`src/rtl/lsu_access_ctrl.sv`:
```
// Load/store access controller in front of a word-organised data RAM.
// Optional macro LSU_MISALIGN_SPLIT_EN splits word-crossing accesses into byte accesses.
module lsu_access_ctrl #(
  parameter int ADDR_W = 32
) (
  input  logic              clk,
  input  logic              rst_n,
  input  logic              req_valid,
  output logic              req_ready,
  input  logic              req_we,
  input  logic [1:0]        req_size,
  input  logic              req_signed,
  input  logic [ADDR_W-1:0] req_addr,
  input  logic [31:0]       req_wdata,
  output logic              resp_valid,
  output logic [31:0]       resp_rdata,
  output logic              resp_err,
  output logic              ram_we,
  output logic [ADDR_W-1:0] ram_r_addr,
  output logic [ADDR_W-1:0] ram_w_addr,
  output logic [31:0]       ram_w_data,
  output logic [1:0]        ram_write_mode,
  output logic [1:0]        ram_read_mode,
  output logic              ram_read_signed,
  input  logic [31:0]       ram_r_data
);

  typedef enum logic [1:0] {
    IDLE   = 2'd0,
    ACCESS = 2'd1,
    RESP   = 2'd2
  } state_t;

  state_t state, state_next;

  logic              we_q;
  logic [1:0]        size_q;
  logic              signed_q;
  logic [ADDR_W-1:0] addr_q;
  logic [31:0]       wdata_q;
  logic              err_q;
  logic [31:0]       result_q;

  logic [ADDR_W-1:0] hold_addr_q;
  logic [31:0]       hold_wdata_q;
  logic [1:0]        hold_mode_q;
  logic              hold_signed_q;

  logic              is_illegal;
  logic              is_split;
  logic              accept_err;
  logic              split_active;

  logic [ADDR_W-1:0] acc_addr;
  logic [31:0]       acc_wdata;
  logic [1:0]        acc_mode;
  logic              acc_signed;
  logic              acc_last;

`ifdef LSU_MISALIGN_SPLIT_EN
  logic              split_q;
  logic [1:0]        k_q;
  logic [1:0]        last_q;
`endif

  // Classify the incoming request: only accesses that cross a word boundary split.
  always_comb begin
    is_illegal = (req_size == 2'd3);
    is_split   = ((req_size == 2'd1) && (req_addr[1:0] == 2'd3)) ||
                 ((req_size == 2'd2) && (req_addr[1:0] != 2'd0));
`ifdef LSU_MISALIGN_SPLIT_EN
    accept_err = is_illegal;
`else
    accept_err = is_illegal | is_split;
`endif
  end

`ifdef LSU_MISALIGN_SPLIT_EN
  assign split_active = split_q;
`else
  assign split_active = 1'b0;
`endif

  // Address, data and mode presented to the RAM for the current access cycle.
  always_comb begin
    acc_addr   = addr_q;
    acc_wdata  = wdata_q;
    acc_mode   = size_q;
    acc_signed = signed_q;
    acc_last   = 1'b1;
`ifdef LSU_MISALIGN_SPLIT_EN
    if (split_q) begin
      acc_addr   = addr_q + ADDR_W'(k_q);
      acc_wdata  = {24'b0, wdata_q[8*k_q +: 8]};
      acc_mode   = 2'd0;
      acc_signed = 1'b0;
      acc_last   = (k_q == last_q);
    end
`endif
  end

  always_comb begin
    state_next = state;
    case (state)
      IDLE: begin
        if (req_valid) begin
          state_next = accept_err ? RESP : ACCESS;
        end
      end
      ACCESS: begin
        if (acc_last) begin
          state_next = RESP;
        end
      end
      RESP:    state_next = IDLE;
      default: state_next = IDLE;
    endcase
  end

  always_ff @(posedge clk) begin
    if (!rst_n) begin
      state <= IDLE;
    end else begin
      state <= state_next;
    end
  end

  // Request latch, result assembly and hold copies of the RAM-side outputs.
  always_ff @(posedge clk) begin
    if (!rst_n) begin
      we_q          <= 1'b0;
      size_q        <= 2'd0;
      signed_q      <= 1'b0;
      addr_q        <= '0;
      wdata_q       <= 32'd0;
      err_q         <= 1'b0;
      result_q      <= 32'd0;
      hold_addr_q   <= '0;
      hold_wdata_q  <= 32'd0;
      hold_mode_q   <= 2'd0;
      hold_signed_q <= 1'b0;
`ifdef LSU_MISALIGN_SPLIT_EN
      split_q       <= 1'b0;
      k_q           <= 2'd0;
      last_q        <= 2'd0;
`endif
    end else begin
      case (state)
        IDLE: begin
          if (req_valid) begin
            we_q     <= req_we;
            size_q   <= req_size;
            signed_q <= req_signed;
            addr_q   <= req_addr;
            wdata_q  <= req_wdata;
            err_q    <= accept_err;
            result_q <= 32'd0;
`ifdef LSU_MISALIGN_SPLIT_EN
            split_q  <= is_split & ~is_illegal;
            k_q      <= 2'd0;
            last_q   <= (req_size == 2'd1) ? 2'd1 : 2'd3;
`endif
          end
        end
        ACCESS: begin
          hold_addr_q   <= acc_addr;
          hold_wdata_q  <= acc_wdata;
          hold_mode_q   <= acc_mode;
          hold_signed_q <= acc_signed;
`ifdef LSU_MISALIGN_SPLIT_EN
          if (split_q) begin
            result_q[8*k_q +: 8] <= ram_r_data[7:0];
            k_q                  <= k_q + 2'd1;
          end else begin
            result_q <= ram_r_data;
          end
`else
          result_q <= ram_r_data;
`endif
        end
        default: ;
      endcase
    end
  end

  always_comb begin
    if (state == ACCESS) begin
      ram_r_addr      = acc_addr;
      ram_w_data      = acc_wdata;
      ram_write_mode  = acc_mode;
      ram_read_mode   = acc_mode;
      ram_read_signed = acc_signed;
    end else begin
      ram_r_addr      = hold_addr_q;
      ram_w_data      = hold_wdata_q;
      ram_write_mode  = hold_mode_q;
      ram_read_mode   = hold_mode_q;
      ram_read_signed = hold_signed_q;
    end
  end

  assign ram_w_addr = ram_r_addr;
  // Gated by rst_n directly so a reset landing mid-store cannot commit a write.
  assign ram_we     = (state == ACCESS) & we_q & rst_n;

  assign req_ready  = (state == IDLE);
  assign resp_valid = (state == RESP);
  assign resp_err   = (state == RESP) & err_q;

  // Split signed half loads are assembled from unsigned bytes, so extend here.
  always_comb begin
    resp_rdata = 32'd0;
    if ((state == RESP) && !we_q && !err_q) begin
      if (split_active && (size_q == 2'd1) && signed_q) begin
        resp_rdata = {{16{result_q[15]}}, result_q[15:0]};
      end else begin
        resp_rdata = result_q;
      end
    end
  end

endmodule

```
`config.mk`:
```
export PLATFORM = sky130hd
export DESIGN_NAME = lsu_access_ctrl
export DESIGN_NICKNAME = d
export VERILOG_FILES = /design/src/rtl/lsu_access_ctrl.sv
export SDC_FILE = /design/constraint.sdc
export NUM_CORES = 1
export LEC_CHECK = 0
export ABC_AREA = 1
export CORE_ASPECT_RATIO = 1.25
export CORE_MARGIN = 8
export CORE_UTILIZATION = 41
export CTS_CLUSTER_SIZE = 28
export DETAILED_ROUTE_END_ITERATION = 7
export HOLD_SLACK_MARGIN = 0.05
export PLACE_DENSITY_LB_ADDON = 0.2
export SETUP_SLACK_MARGIN = 0.3
export SLEW_MARGIN = 15
export SYNTH_ARGS = -nofsm -noshare
export SYNTH_HDL_FRONTEND = slang
export SYNTH_SLANG_ARGS = --single-unit
```
`constraint.sdc`:
```
create_clock -name clk -period 1.3 [get_ports clk]
set_input_delay 0.26 -clock clk [delete_from_list [all_inputs] [get_ports clk]]
set_output_delay 0.26 -clock clk [all_outputs]
set_load 0.02 [all_outputs]
```
* Word-level counts from Yosys, hierarchy flattened *
Index checks and enable logic that the tools add are counted.

storage, ports and cells
  register bits after elaboration = 170
  bits in latches = 0
  memory bits (writable) = 0
  memory bits (read-only) = 0
  output and inout bits = 137
  logic and storage cells = 45
  memories = 0

cells by class
  $add $sub $neg = 0
  multipliers = 0
  div/mod/pow operators = 0
  order comparisons = 0
  equality and inequality tests = 7
  shift-type cells = 0
  multiplexer cells = 10
  bitwise logic cells = 4
  reduce and logical (&&, ||, !) cells = 12

operators with widths
  kind                  count
  $mux W32              4
  $pmux W32 S2          1
  $eq A2 B2 Y1 const B  4
  $mux W2               3
  $eq A2 B1 Y1 const B  2
  $logic_and A1 B1 Y1   4
  $pmux W2 S2           1
  $reduce_and A2 Y1     2
  $reduce_bool A2 Y1    2
  $and A1 B1 Y1         3
  $logic_not A1 Y1      2
  $logic_not A2 Y1      1
  $ne A2 B2 Y1 const B  1
  $logic_or A1 B1 Y1    1
  $mux W1               1
  $or A1 B1 Y1          1

* Depth between registers and ports, before layout *
Gate-level depths: netlist (run 1).

  depth after elaboration = 7
  depth in mapped cells = 8
  mapped depth without buffers = 5

* Worst setup path before layout (run 1) *
OpenSTA, ideal clock, no wires.

  path type = register to output
  from = register state[1]
  to = output resp_rdata[10]
  arrival = 1.413 ns
  setup slack = -0.373 ns
  cell stages (with the launch flop) = 6
  buffers on the path = 1
  cells stage by stage = dfxtp_1 -> inv_2 -> nor2_1 -> nand3_1 -> buf_2 -> nor2_1

on the way
  word-level cells in the longest chain between the ends = 4

RTL lines
  item                               RTL line  text
  start: declaration                 34        state_t state, state_next;
  start signal: assignment           124       state <= state_next;
  $eq A2 B2 Y1                       --
  via resp_valid                     15        output logic resp_valid,
  $logic_and A1 B1 Y1 (2 in series)  213       if ((state == RESP) && !we_q && !err_q) begin
  $mux W32                           213
  end: declaration                   16        output logic [31:0] resp_rdata,

The timed path passes the listed nets, and every way through them passes these cells.

* Worst setup path after layout (run 1) *
  from = register state[0]
  to = output resp_rdata[4]

on the way
  word-level cells in the longest chain between the ends = 4

RTL lines
  item                               RTL line
  $eq A2 B2 Y1                       213
  $logic_and A1 B1 Y1 (2 in series)  213
  $mux W32                           213

Every way passes these cells.

==> summary.md, run 1 <==
| Metric | Value |
|---|---|
| Worst setup margin | -0.671 ns |
| Drt first pass iters | 4 |
| Clk sinks | 170 |
| CP endpoint kind | primary output |
| Unique masters post-synth | 16 |
| Vias in the first global route | around 7,200 |
| Post-synth top area cell | dfxtp_1 |
| Core area | between 15,000 and 20,000 sq um |
| Initial Util | between 40% and 50% |
| Core Util, Final | between 80 and 90% |
| Buffers & Inverters on Critical Path | 4 |
| Synth Register Bits | 170 |
| Max Clock Skew | between 0.008 and 0.009 ns |
| Fmax achieved | between 500 and 600 MHz |
| Register area share after synthesis | roughly 50% |
| Clock Tree Buf Depth | 2 |
| Die Y-Extent | around 160 microns |
| Routability Congestion | slightly below 0.8 |
| CTS Buf Count | 17 |
| Initial antenna violation count | 0 |
| Synth-to-layout area growth | 96.8% |
| Fin Hold WS | 0.357 ns |
| WL per Instance | ~18 microns |
| Syn_area_per_cell | roughly 7 sq um |
| Worst Path Max Fanout | 7 |
| TritonCTS clock tree | built |
| Layout cells sized above 1 | between 40% and 50% |
| Syn_nets | ~1,100 |
| Routed Antenna Nets | 0 |
| Synth top area share | between 40% and 50% |
| Total GRT Usage | ~22% |
| Status | finished with violations |
| Max_cap viols | 0 |
| Hold depth | 4 |
| Final net count | around 1,400 |
| Total design power | 15.6 mW |
| Largest net degree at the start of global routing | 44 |
| Netlist area before placement | about 7000 sq um |
| Initial DRC Count | about 460 |
| R2R Setup Slk | -0.40 ns |
| Hold WC Path Type | primary input to register |
| Setup Viol. Count Final | 256 |
| WP data required | about 1.0 ns |
| Top post-synthesis cells by area | dfxtp_1, nor2_1, inv_1 |
| Clock H-tree levels | 4 |
| Hold buffers post-CTS | 0 |
| Floorplan row count | 53 |
| I/O pin cnt | 240 |
| DP HPWL | approximately 14 mm |
| CP delay by family, top | buffers and inverters |
| Number of I/O port buffers | 239 |
| Slew Viols, Final | 0 |
| Hold EP | acc_wdata[28]$_SDFFE_PN0P_ |
| Root Buffer | clkbuf_16 |
| # fillers | around 990 |
| DRC Markers | 0 |
| Total wire length | approximately 28 mm |
| Vias per std cell | approximately 5 |
| CP dominant cell by count | buf_6 |
| Setup Crit Path Kind | register to primary output |
| Pleak | 6.09 nW |
| Power Density | approximately 1100 nW/um^2 |
| Worst slew pin tran | roughly 0.52 ns |
| Commonest non-fill, non-tap cell in the layout | nor2_1 |
| Worst path max stage delay | around 0.38 ns |
| Worst endpoint data arrival time | 1.71 ns |
| Yosys warning count | 0 |
| RSZ-0062 raised after global routing | yes |
| Die width | between 100 and 150 microns |
| Post-route minimum period | slightly below 2 ns |
| Final Cycle Share | 152% |
| Max-slew headroom at the worst pin | ~65% |
| Most frequent cells in the layout | nor2_1, buf_6, dfxtp_1, inv_1, clkdlybuf4s50_1 |
| Startpoint Class | register |
| Die area | between 20,000 and 25,000 sq um |
| Min-delay src | rst_n |
| Endpoints failing hold | 0 |
| R2r endpoint | acc_wdata[31]$_SDFFE_PN0P_ |
| Routed vias | 7,556 |
| Slowest-stage cell, CP | dfxtp_4 |
| Clock transition at the registers of the reported paths | 0.07 ns |
| First-pass GRT wire length | 37.5 mm |
| Failing checks | negative setup slack |
| GRT Residual Overflow | 0 |
| Max VDD drop | between 0.8 and 0.9 mV |
| Post-Synthesis Cells | about 990 |
| Worst r2r src | state[0]$_SDFFE_PN0P_ |
| Clk_lat worst skew | 0.43 ns |
| R2R cell count | 8 |
| CP cell instances | buf_6, nor2_4, nand3_4, buf_12, buf_6, nor2_4, buf_6 |
cell usage after synthesis:
master      n
buf_2      25
dfxtp_1   170
buf_4      41
clkbuf_1   19
nand2_2     2
inv_1     172
buf_6       8
nor2_2      1
a21oi_1    34
nand2_1   108
nor2_1    238
nor3_1      2
nand3_1    34
inv_2       2
o21ai_1    22
o21ai_0   113
report_power, final:
group          switching [mW]  internal, mW
clock                    2.18          3.09
combinational            2.23          2.32
sequential              0.252          5.55
total                    4.67          11.0
timing repair:
| item | 4_1_cts | 5_1_grt |
|---|---|---|
| buffers inserted | 32 | 37 |
| endpoints found under the setup margin | 307 | 307 |
| pin swaps | 11 | 69 |
| gates resized for setup | 774 | 377 |
| cloned | 22 | 14 |
cells by family after synthesis:
logic type	Yosys count	share of synthesized area, %
buffers and inverters	267	17.8
AOI/OAI and AO/OA	169	12.1
DFF	170	48.7
and+or+nand+nor	385	21.4
worst max-delay path by stage:
| stage | from | to | slack [ns] | cells past startpoint |
|---|---|---|---|---|
| global route | state[1]$_SDFFE_PN0P_ | ram_w_data[23] | -0.76 | 8 |
| finish | state[0]$_SDFFE_PN0P_ | resp_rdata[4] | -0.67 | 7 |
| floorplan | state[1]$_SDFFE_PN0P_ | ram_w_addr[16] | -0.1 | 7 |
| detailed placement | state[1]$_SDFFE_PN0P_ | ram_w_data[24] | -0.60 | 6 |
| CTS | state[0]$_SDFFE_PN0P_ | ram_w_data[25] | -0.65 | 5 |
| global placement | state[1]$_SDFFE_PN0P_ | ram_w_data[24] | -0.59 | 6 |
sequential cells by signal, indices dropped and copies added, names as in the netlist, 2 cells and up:
| register | flops |
|---|---|
| acc_addr | 32 |
| acc_mode | 2 |
| acc_wdata | 32 |
| hold_addr_q | 32 |
| hold_mode_q | 2 |
| hold_wdata_q | 32 |
| result_q | 32 |
| state | 2 |
worst register-to-register path: stages, from the launching register on:
cell	delay, ns
dfxtp_4	0.38
buf_6	0.13
buf_4	0.14
nor2_4	0.11
buf_6	0.16
nand2_8	0.14
buf_16	0.21
o21ai_0	0.25
nor2_1	0.08
area by class of cell:
cell class / count / area (sq um) / area share [%]
antenna: 1 / 2.50 / 0.0182
clock buffer: 18 / 439 / 3.19
clock inverter: 13 / 165 / 1.20
inverter: 174 / 677 / 4.92
multi-input combinational: 556 / 3860 / 28.1
sequential: 170 / 3410 / 24.8
tap: 220 / 275 / 2.00
timing repair buffer: 397 / 4940 / 35.9
routing by layer:
metal,GRT usage (%),vias to the layer above,wire [microns]
met5,0,-,0
met4,9.73,0,1030
met3,5.69,68,1390
met2,38.5,243,15000
met1,24.0,3617,10500
li1,-,3628,-
per-stage QoR:
step / setup TNS [ns] / instance area [sq um] / setup slack [ns] / std cells
2_1_floorplan: -5.03 / 7740 / -0.0973 / 991
3_3_place_gp: -85.32 / 10300 / -0.592 / 1412
3_5_place_dp: -90.03 / 10300 / -0.603 / 1412
4_1_cts: -100.47 / 12000 / -0.654 / 1497
5_1_grt: -125.06 / 13800 / -0.758 / 1548
6_report: -110.30 / 13800 / -0.671 / 1549
(Power assumes the default switching activity.)
==> inputs of run 2 (changes only) <==
Settings changed: CTS_BUF_LIST set to sky130_fd_sc_hd__clkbuf_8 sky130_fd_sc_hd__clkbuf_16, PLACE_DENSITY set to 0.73, PLACE_DENSITY_LB_ADDON 0.2 to unset.
==> run 2 against run 1 <==
  * The run still ends with negative setup slack left
  * Clock skew increased by 0.0011 ns
  * Utilization decreased by 6.5 points
  * Total power decreased by 6.0%
  * Final area decreased by 8.0%
  * Cell count decreased by 0.97%
  * Critical path depth unchanged
  * Maximum frequency decreased by 2.0%
  * First-iteration DRC count decreased by 13%
  * Sequential power about the same
  * Die area unchanged
  * Worst setup slack got worse by 0.039 ns
  * Via count decreased by 2.6%
==> summary.md, run 2 (synthesized netlist as in run 1, its figures left out) <==
| Metric | Value |
|---|---|
| First-pass GRT wire length | approximately 32 mm |
| Setup tns final | -102.33 ns |
| Routed vias | 7,361 |
| DRC Markers | 0 |
| Drt first pass iters | 4 |
| Status | finished with violations |
| Worst Path Max Fanout | 6 |
| Pleak | 5.76 nW |
| Synth-to-layout area growth | 81.2% |
| Clk sinks | between 150 and 200 |
| CTS Buf Count | 17 |
| Total wire length | around 26 mm |
| Layout Cells excl Fill | 1,534 |
| Routability Congestion | 0.804 |
| GRT Residual Overflow | 0 |
| Commonest non-fill, non-tap cell in the layout | nor2_1 |
| Setup Crit Path Kind | register to primary output |
| Initial DRC Count | between 400 and 500 |
| CP endpoint kind | primary output |
| Setup Viol. Count Final | ~250 |
| Slew Viols, Final | 0 |
| Die area | around 22,000 sq um |
| Failing checks | negative setup slack |
| Routed Antenna Nets | 0 |
| Most frequent cells in the layout | nor2_1, dfxtp_1, inv_1, buf_6, clkdlybuf4s50_1 |
| Largest net degree at the start of global routing | between 50 and 60 |
| DP HPWL | between 10 and 15 mm |
| Worst slew pin tran | approximately 0.3 ns |
| Core Util, Final | about three quarters |
| Total GRT Usage | 18.4% |
| Worst endpoint data arrival time | around 1.8 ns |
| Max_cap viols | 0 |
| Root Buffer | clkbuf_16 |
| Initial Util | a little over two fifths |
| Number of I/O port buffers | approximately 240 |
| Vias in the first global route | 6,337 |
| WP data required | about 1.0 ns |
| Clk_lat worst skew | between 0.4 and 0.5 ns |
| Max VDD drop | roughly 1.0 mV |
| Initial antenna violation count | 1 |
| Post-route minimum period | around 2.0 ns |
| Startpoint Class | register |
| Final Cycle Share | 155% |
| Hold WC Path Type | primary input to register |
| TritonCTS clock tree | built |
| Layout cells sized above 1 | between 40% and 50% |
| Max-slew headroom at the worst pin | 80.6% |
| RSZ-0062 raised after global routing | yes |
| Placed cell count | ~1,400 |
| Worst setup margin | -0.710 ns |
| Die width | ~130 microns |
| Clock H-tree levels | 4 |
| Max Clock Skew | 0.00984 ns |
| # fillers | between 1,000 and 1,500 |
| WL per Instance | 16.8 microns |
| Fmax achieved | slightly below 500 MHz |
| Floorplan row count | 53 |
| Core area | between 15,000 and 20,000 sq um |
| Clock transition at the registers of the reported paths | around 0.070 ns |
| Vias per std cell | ~4.8 |
| Hold buffers post-CTS | 0 |
| I/O pin cnt | 240 |
| Final net count | ~1,400 |
| Power Density | between 1000 and 1500 nW/um^2 |
| Clock Tree Buf Depth | 2 |
| Endpoints failing hold | 0 |
| Die Y-Extent | roughly 160 microns |
## run 2: where the power goes
part | internal, mW | switching [mW] | total, mW
Combinational | 1.84 | 1.97 | 3.80
Sequential | 5.55 | 0.228 | 5.78
Clock | 2.95 | 2.15 | 5.10
Total | 10.3 | 4.35 | 14.7
## run 2: per-stage QoR
stage                     power, mW  setup slack, ns  area, sq um  hold slack (ns)
after global placement         8.75           -0.537        10200            0.456
after detailed placement       8.79           -0.530        10200            0.465
after global routing           15.3           -0.768        12700            0.314
after CTS                      13.7           -0.738        10900            0.287
after floorplan                7.62          -0.0973         7740            0.405
final                          14.7           -0.710        12700            0.301
## run 2: repair_timing
action                     4_1_cts  5_1_grt
setup endpoints to repair      306      307
pin swaps                        0       47
resized for setup              354      592
hold endpoints to repair         0        0
setup buffers                    6       52
cloned                           3       27
## run 2: final timing paths
path              cells after the start  slack [ns]                         to                       from
setup / recovery                      7       -0.71             resp_rdata[13]      state[0]$_SDFFE_PN0P_
hold / removal                        4        0.30  acc_wdata[1]$_SDFFE_PN0P_                      rst_n
setup reg to reg                     10       -0.49  result_q[18]$_SDFFE_PN0P_      state[0]$_SDFFE_PN0P_
hold reg to reg                       2        0.48  acc_wdata[8]$_SDFFE_PN0P_  acc_wdata[8]$_SDFFE_PN0P_
## run 2: final cells by class
cell class / count / area [sq um] / share of cell area [%]
inverters: 174 / 687 / 5.42
flip-flops and latches: 170 / 3410 / 26.9
repair inverters: 1 / 11.3 / 0.0889
clock inverters: 13 / 144 / 1.14
clock buffers: 19 / 453 / 3.57
multi-input cells: 556 / 3510 / 27.7
diodes: 2 / 5.00 / 0.0395
well taps: 220 / 275 / 2.17
repair buffers: 379 / 4180 / 33.0
## run 2: worst max-delay path: stages, from the launching register on
cell and delay [ns]:
dfxtp_4 0.41, nor2_4 0.15, nand3_4 0.15, buf_12 0.17, buf_16 0.14, buf_6 0.12
nor2_4 0.08, buf_6 0.13
## run 2: layer usage
| metal | wire [microns] | global-route usage, % | vias up | share of wire, % |
|---|---|---|---|---|
| met1 | 9700 | 20.9 | 3477 | 38 |
| met3 | 1280 | 4.82 | 65 | 5.0 |
| met2 | 13700 | 31.3 | 227 | 53 |
| li1 | - | - | 3592 | - |
| met4 | 1060 | 8.95 | 0 | 4.1 |
| met5 | 0 | 0 | - | 0 |
==> RTL edit 1, RTL diff (config.mk and constraints of run 2) <==
The 3 states of `state_t` get a one-hot encoding in 3 bits.
--- a/src/rtl/lsu_access_ctrl.sv
+++ b/src/rtl/lsu_access_ctrl.sv
@@ -25,10 +25,10 @@
   input  logic [31:0]       ram_r_data
 );
 
-  typedef enum logic [1:0] {
-    IDLE   = 2'd0,
-    ACCESS = 2'd1,
-    RESP   = 2'd2
+  typedef enum logic [2:0] {
+    IDLE   = 3'b001,
+    ACCESS = 3'b010,
+    RESP   = 3'b100
   } state_t;
 
   state_t state, state_next;
Formal check against the unedited RTL: same outputs for any inputs over 4 cycles, from zero or initial values and one cycle with rst_n low; so few cycles prove little.
==> RTL edit 1 against run 2 <==
The flow still finishes with violations (setup timing); setup slack got worse by 0.15 ns; core utilization rose by 2.9 points; routed wire length rose by 7.3%; largest cell class unchanged; via count rose by 1.1%; cell area rose by 3.8%; sequential cell count rose by 1; synthesized area rose by 0.38%; sequential share of layout area fell by 0.87 points; count of clock-buffer cells in the layout rose by 1; power fell by 7.6%; register-to-register slack got worse by 0.06 ns.
==> RTL edit 1: results (changes against run 2) <==
\begin{tabular}{lr}
\hline
Metric & Value \\
\hline
\multicolumn{2}{l}{\textbf{Run status}} \\
\quad Outcome & complete, but fails checks (unchanged) \\
\quad Failing checks & setup timing (unchanged) \\
\multicolumn{2}{l}{\textbf{Timing}} \\
\quad Aggregate negative setup slack & -144.93 ns (was -102.33 ns) \\
\quad Worst clock skew on the final layout & 0.01039 ns (was 0.009843 ns) \\
\quad Total setup violations reported at the end of the flow & 272 (was 247) \\
\quad Rel. slew slack & 0.3504 (was 0.8055) \\
\quad Final hold slack & 0.3874 ns (was 0.3005 ns) \\
\quad Setup WS post-layout & -0.8566 ns (was -0.7103 ns) \\
\multicolumn{2}{l}{\textbf{Setup path}} \\
\quad Count of cells along the worst register-to-register path & 13 (was 10) \\
\quad Arrival time at the worst endpoint & 1.90 ns (was 1.75 ns) \\
\quad Startpoint of the most critical register-to-register path & state[2] (was state[0]) \\
\quad Last element of the critical path & ram\_w\_addr[12] (was resp\_rdata[13]) \\
\quad Launching element of the worst setup path & state[0] (unchanged) \\
\quad R2R setup slack & -0.55 ns (was -0.49 ns) \\
\quad Maximum fanout encountered on the critical timing path & 10 (was 6) \\
\multicolumn{2}{l}{\textbf{Drt}} \\
\quad Post-detailed-route via-to-cell ratio & 4.927 (was 4.799) \\
\quad First-iteration detailed-routing DRC count & 373 (was 403) \\
\quad Initial DRT Pass Iterations & 5 (was 4) \\
\multicolumn{2}{l}{\textbf{Yosys}} \\
\quad Compound-gate portion of the synthesized area & 0.1198 (was 0.1209) \\
\quad Average footprint of a synthesized cell & 7.056 um2 (was 7.058 um2) \\
\quad Register area share after synthesis & 0.4876 (was 0.4866) \\
\quad Yosys cell types & 18 (was 16) \\
\multicolumn{2}{l}{\textbf{Hold path}} \\
\quad Worst hold path startpoint & ram\_r\_data[1] (was rst\_n) \\
\quad Worst hold path cell count & 3 (was 4) \\
\multicolumn{2}{l}{\textbf{Placed design}} \\
\quad Pre-CTS setup slack & -0.7350 ns (was -0.5300 ns) \\
\quad Post-DP HPWL & 13960 um (was 13990 um) \\
\quad Placed cell count & 1406 (was 1412) \\
\quad Area of placed instances & 0.01002 mm2 (was 0.01025 mm2) \\
\quad Placer's final routability congestion estimate & 0.7613 (was 0.8044) \\
\multicolumn{2}{l}{\textbf{Power}} \\
\quad Power dissipated by switching net loads & 3.828 mW (was 4.348 mW) \\
\quad P\_leak & 5.820 nW (was 5.760 nW) \\
\multicolumn{2}{l}{\textbf{Finish}} \\
\quad Share of cells above drive strength 1 & 0.4825 (was 0.4154) \\
\quad Post-route non-filler standard cell count & 1510 (was 1534) \\
\hline
\end{tabular}
-- RTL edit 1: cell families after synthesis --
logic type             Yosys count
AND/OR/NAND/NOR                386
flip-flops                     171
buffers and inverters          270
AO/OA/AOI/OAI                  168
-- RTL edit 1: power groups by stage --
stage               combinational (mW)  sequential, mW  clock (mW)
floorplan                        0.970            5.74           0
global placement                  1.64            5.76           0
detailed placement                1.66            5.77           0
CTS                               2.21            5.71        5.06
global route                      2.92            5.82        5.30
finish                            2.75            5.79        5.04
-- RTL edit 1: critical path, cell delays in order (launching register included) --
cell and delay (ns):
sky130_fd_sc_hd__dfxtp_2 0.33, sky130_fd_sc_hd__nor2_4 0.15, sky130_fd_sc_hd__nand2_8 0.14, sky130_fd_sc_hd__buf_4 0.18
sky130_fd_sc_hd__buf_8 0.12, sky130_fd_sc_hd__buf_12 0.12, sky130_fd_sc_hd__o21ai_4 0.19, sky130_fd_sc_hd__inv_2 0.09
sky130_fd_sc_hd__buf_6 0.14
-- RTL edit 1: metal layers --
metal,track usage,vias to the layer above,part of all wire
li1,-,3550,-
met1,0.2288,3541,0.36
met2,0.4005,268,0.53
met3,0.06551,79,0.066
met4,0.08174,2,0.042
met5,0,-,0.00044
-- RTL edit 1: area by class of cell --
cell class	count	area, um2
clock buffers	20	466.7
flip-flops and latches	171	3427
inverters	176	690.7
diodes	1	2.502
well taps	220	275.3
repair inverters	1	20.02
multi-input cells	554	3946
repair buffers	355	4215
fillers	1035	3621
clock inverters	12	112.6
-- RTL edit 1: what timing repair did --
action                                  4_1_cts  5_1_grt
gates cloned                                 23        7
setup buffers                                28       13
endpoints found under the setup margin      308      308
pin swaps                                    15       40
resized for setup                           823      278
==> RTL edit 2, RTL diff (settings of run 2) <==
Without the edit above. `ADDR_W`: 32 -> 28.
--- a/src/rtl/lsu_access_ctrl.sv
+++ b/src/rtl/lsu_access_ctrl.sv
@@ -1,7 +1,7 @@
 // Load/store access controller in front of a word-organised data RAM.
 // Optional macro LSU_MISALIGN_SPLIT_EN splits word-crossing accesses into byte accesses.
 module lsu_access_ctrl #(
-  parameter int ADDR_W = 32
+  parameter int ADDR_W = 28
 ) (
   input  logic              clk,
   input  logic              rst_n,
Interface: changed (resized ram_r_addr, ram_w_addr and req_addr); port bits go from 240 to 228. No check against the original RTL was run, so the function may have changed too.
==> RTL edit 2 against run 2 <==
The flow still finishes with violations (setup timing); first-iteration DRC count is 19% lower; clock power increased by 3%; synthesized area down 4.0%; cell area is 9.6% lower; non-clock buffer count is 59 lower; setup slack better by 0.038 ns; routed wire length decreased by 18%; power decreased by 5.4%; maximum frequency rose by 1.9%; synthesized cell count is 4.6% lower; core utilization decreased by 4.6 points; sequential cell count decreased by 8; critical path depth fell by 2.
==> RTL edit 2: results (changes against run 2) <==
\begin{tabular}{lr}
\hline
Metric & Value \\
\hline
\multicolumn{2}{l}{\textbf{Finish}} \\
\quad Filler cell count in the final layout & 1293 (was 1187) \\
\quad Clock distribution area overhead in the final layout & 0.05344 (was 0.04710) \\
\quad Non-clock buffers & 320 (was 379) \\
\quad Number of flip-flops and latches & 162 (was 170) \\
\quad Final antenna diode count & 1 (was 2) \\
\quad Fraction of area in registers & 0.2839 (was 0.2692) \\
\multicolumn{2}{l}{\textbf{Timing}} \\
\quad Setup WS post-layout & -0.6719 ns (was -0.7103 ns) \\
\quad Aggregate negative setup slack & -91.71 ns (was -102.33 ns) \\
\quad Total setup violations reported at the end of the flow & 237 (was 247) \\
\quad Worst clock skew on the final layout & 0.008061 ns (was 0.009843 ns) \\
\multicolumn{2}{l}{\textbf{Setup path}} \\
\quad Slowest cell delay on critical path & 0.47 ns (was 0.41 ns) \\
\quad Capturing point of the worst reg2reg path & acc\_wdata[11] (was result\_q[18]) \\
\quad Last element of the critical path & ram\_w\_data[26] (was resp\_rdata[13]) \\
\quad R2R setup slack & -0.30 ns (was -0.49 ns) \\
\quad Maximum fanout encountered on the critical timing path & 13 (was 6) \\
\multicolumn{2}{l}{\textbf{Hold path}} \\
\quad Worst hold path cell count & 3 (was 4) \\
\quad Worst min-delay path endpoint & result\_q[3] (was acc\_wdata[1]) \\
\multicolumn{2}{l}{\textbf{Run status}} \\
\quad Outcome & complete, but fails checks (unchanged) \\
\quad Failing checks & setup timing (unchanged) \\
\multicolumn{2}{l}{\textbf{Yosys}} \\
\quad Syn Nets & 1044 (was 1094) \\
\quad Yosys cell types & 17 (was 16) \\
\multicolumn{2}{l}{\textbf{Placed design}} \\
\quad Post-DP HPWL & 13280 um (was 13990 um) \\
\quad Placer's final routability congestion estimate & 0.7507 (was 0.8044) \\
\quad PortBufs & 227 (was 239) \\
\multicolumn{2}{l}{\textbf{Power}} \\
\quad P\_leak & 5.100 nW (was 5.760 nW) \\
\multicolumn{2}{l}{\textbf{Global route}} \\
\quad GRT met2 Usage & 0.3484 (was 0.3129) \\
\quad Number of global-route vias before repair & 6319 (was 6337) \\
\multicolumn{2}{l}{\textbf{Drt}} \\
\quad Detailed-route wire length per cell & 14.78 um (was 16.76 um) \\
\hline
\end{tabular}
RTL edit 2: changes by cell type after synthesis, moves of 2 or more:
| cell | delta |
|---|---|
| sky130_fd_sc_hd__inv_1 | -10 |
| sky130_fd_sc_hd__nor2_1 | -12 |
| sky130_fd_sc_hd__buf_4 | -7 |
| sky130_fd_sc_hd__o21ai_0 | -38 |
| sky130_fd_sc_hd__nand2_1 | -4 |
| sky130_fd_sc_hd__buf_6 | +9 |
| sky130_fd_sc_hd__buf_2 | -8 |
| sky130_fd_sc_hd__o21ai_1 | +30 |
| sky130_fd_sc_hd__inv_2 | +2 |
| sky130_fd_sc_hd__dfxtp_1 | -8 |
RTL edit 2: kinds of logic (layout without fill, tap and decap cells):
kind of cell / count (synthesis) / after routing / synth area share
other cells: 0 / 1 / 0
buf+inv: 253 / 516 / 0.1825
flops: 162 / 162 / 0.4828
simple gates: 369 / 371 / 0.2148
compound gates: 161 / 161 / 0.1199
RTL edit 2: power breakdown:
group | switching (mW) | internal (mW)
logic | 1.67 | 1.49
clock network | 2.02 | 3.20
registers | 0.222 | 5.29
RTL edit 2: per-layer routing:
metal	vias to the layer above	wire length [um]
li1	3331	-
met1	3063	8055
met2	192	11010
met3	26	1709
met4	2	310
met5	-	13
RTL edit 2: metrics by stage:
stage          hold slack [ns]  area (um2)  instances  setup slack [ns]  power (mW)
4_1_cts                 0.3811       10470       1389           -0.7177       13.50
3_3_place_gp            0.4632        9684       1350           -0.5341       8.241
5_1_grt                 0.3785       11450       1427           -0.7511       14.54
6_report                0.3974       11450       1427           -0.6719       13.90
2_1_floorplan           0.4072        7372        945          -0.08404       7.242
3_5_place_dp            0.4677        9684       1350           -0.5575       8.281
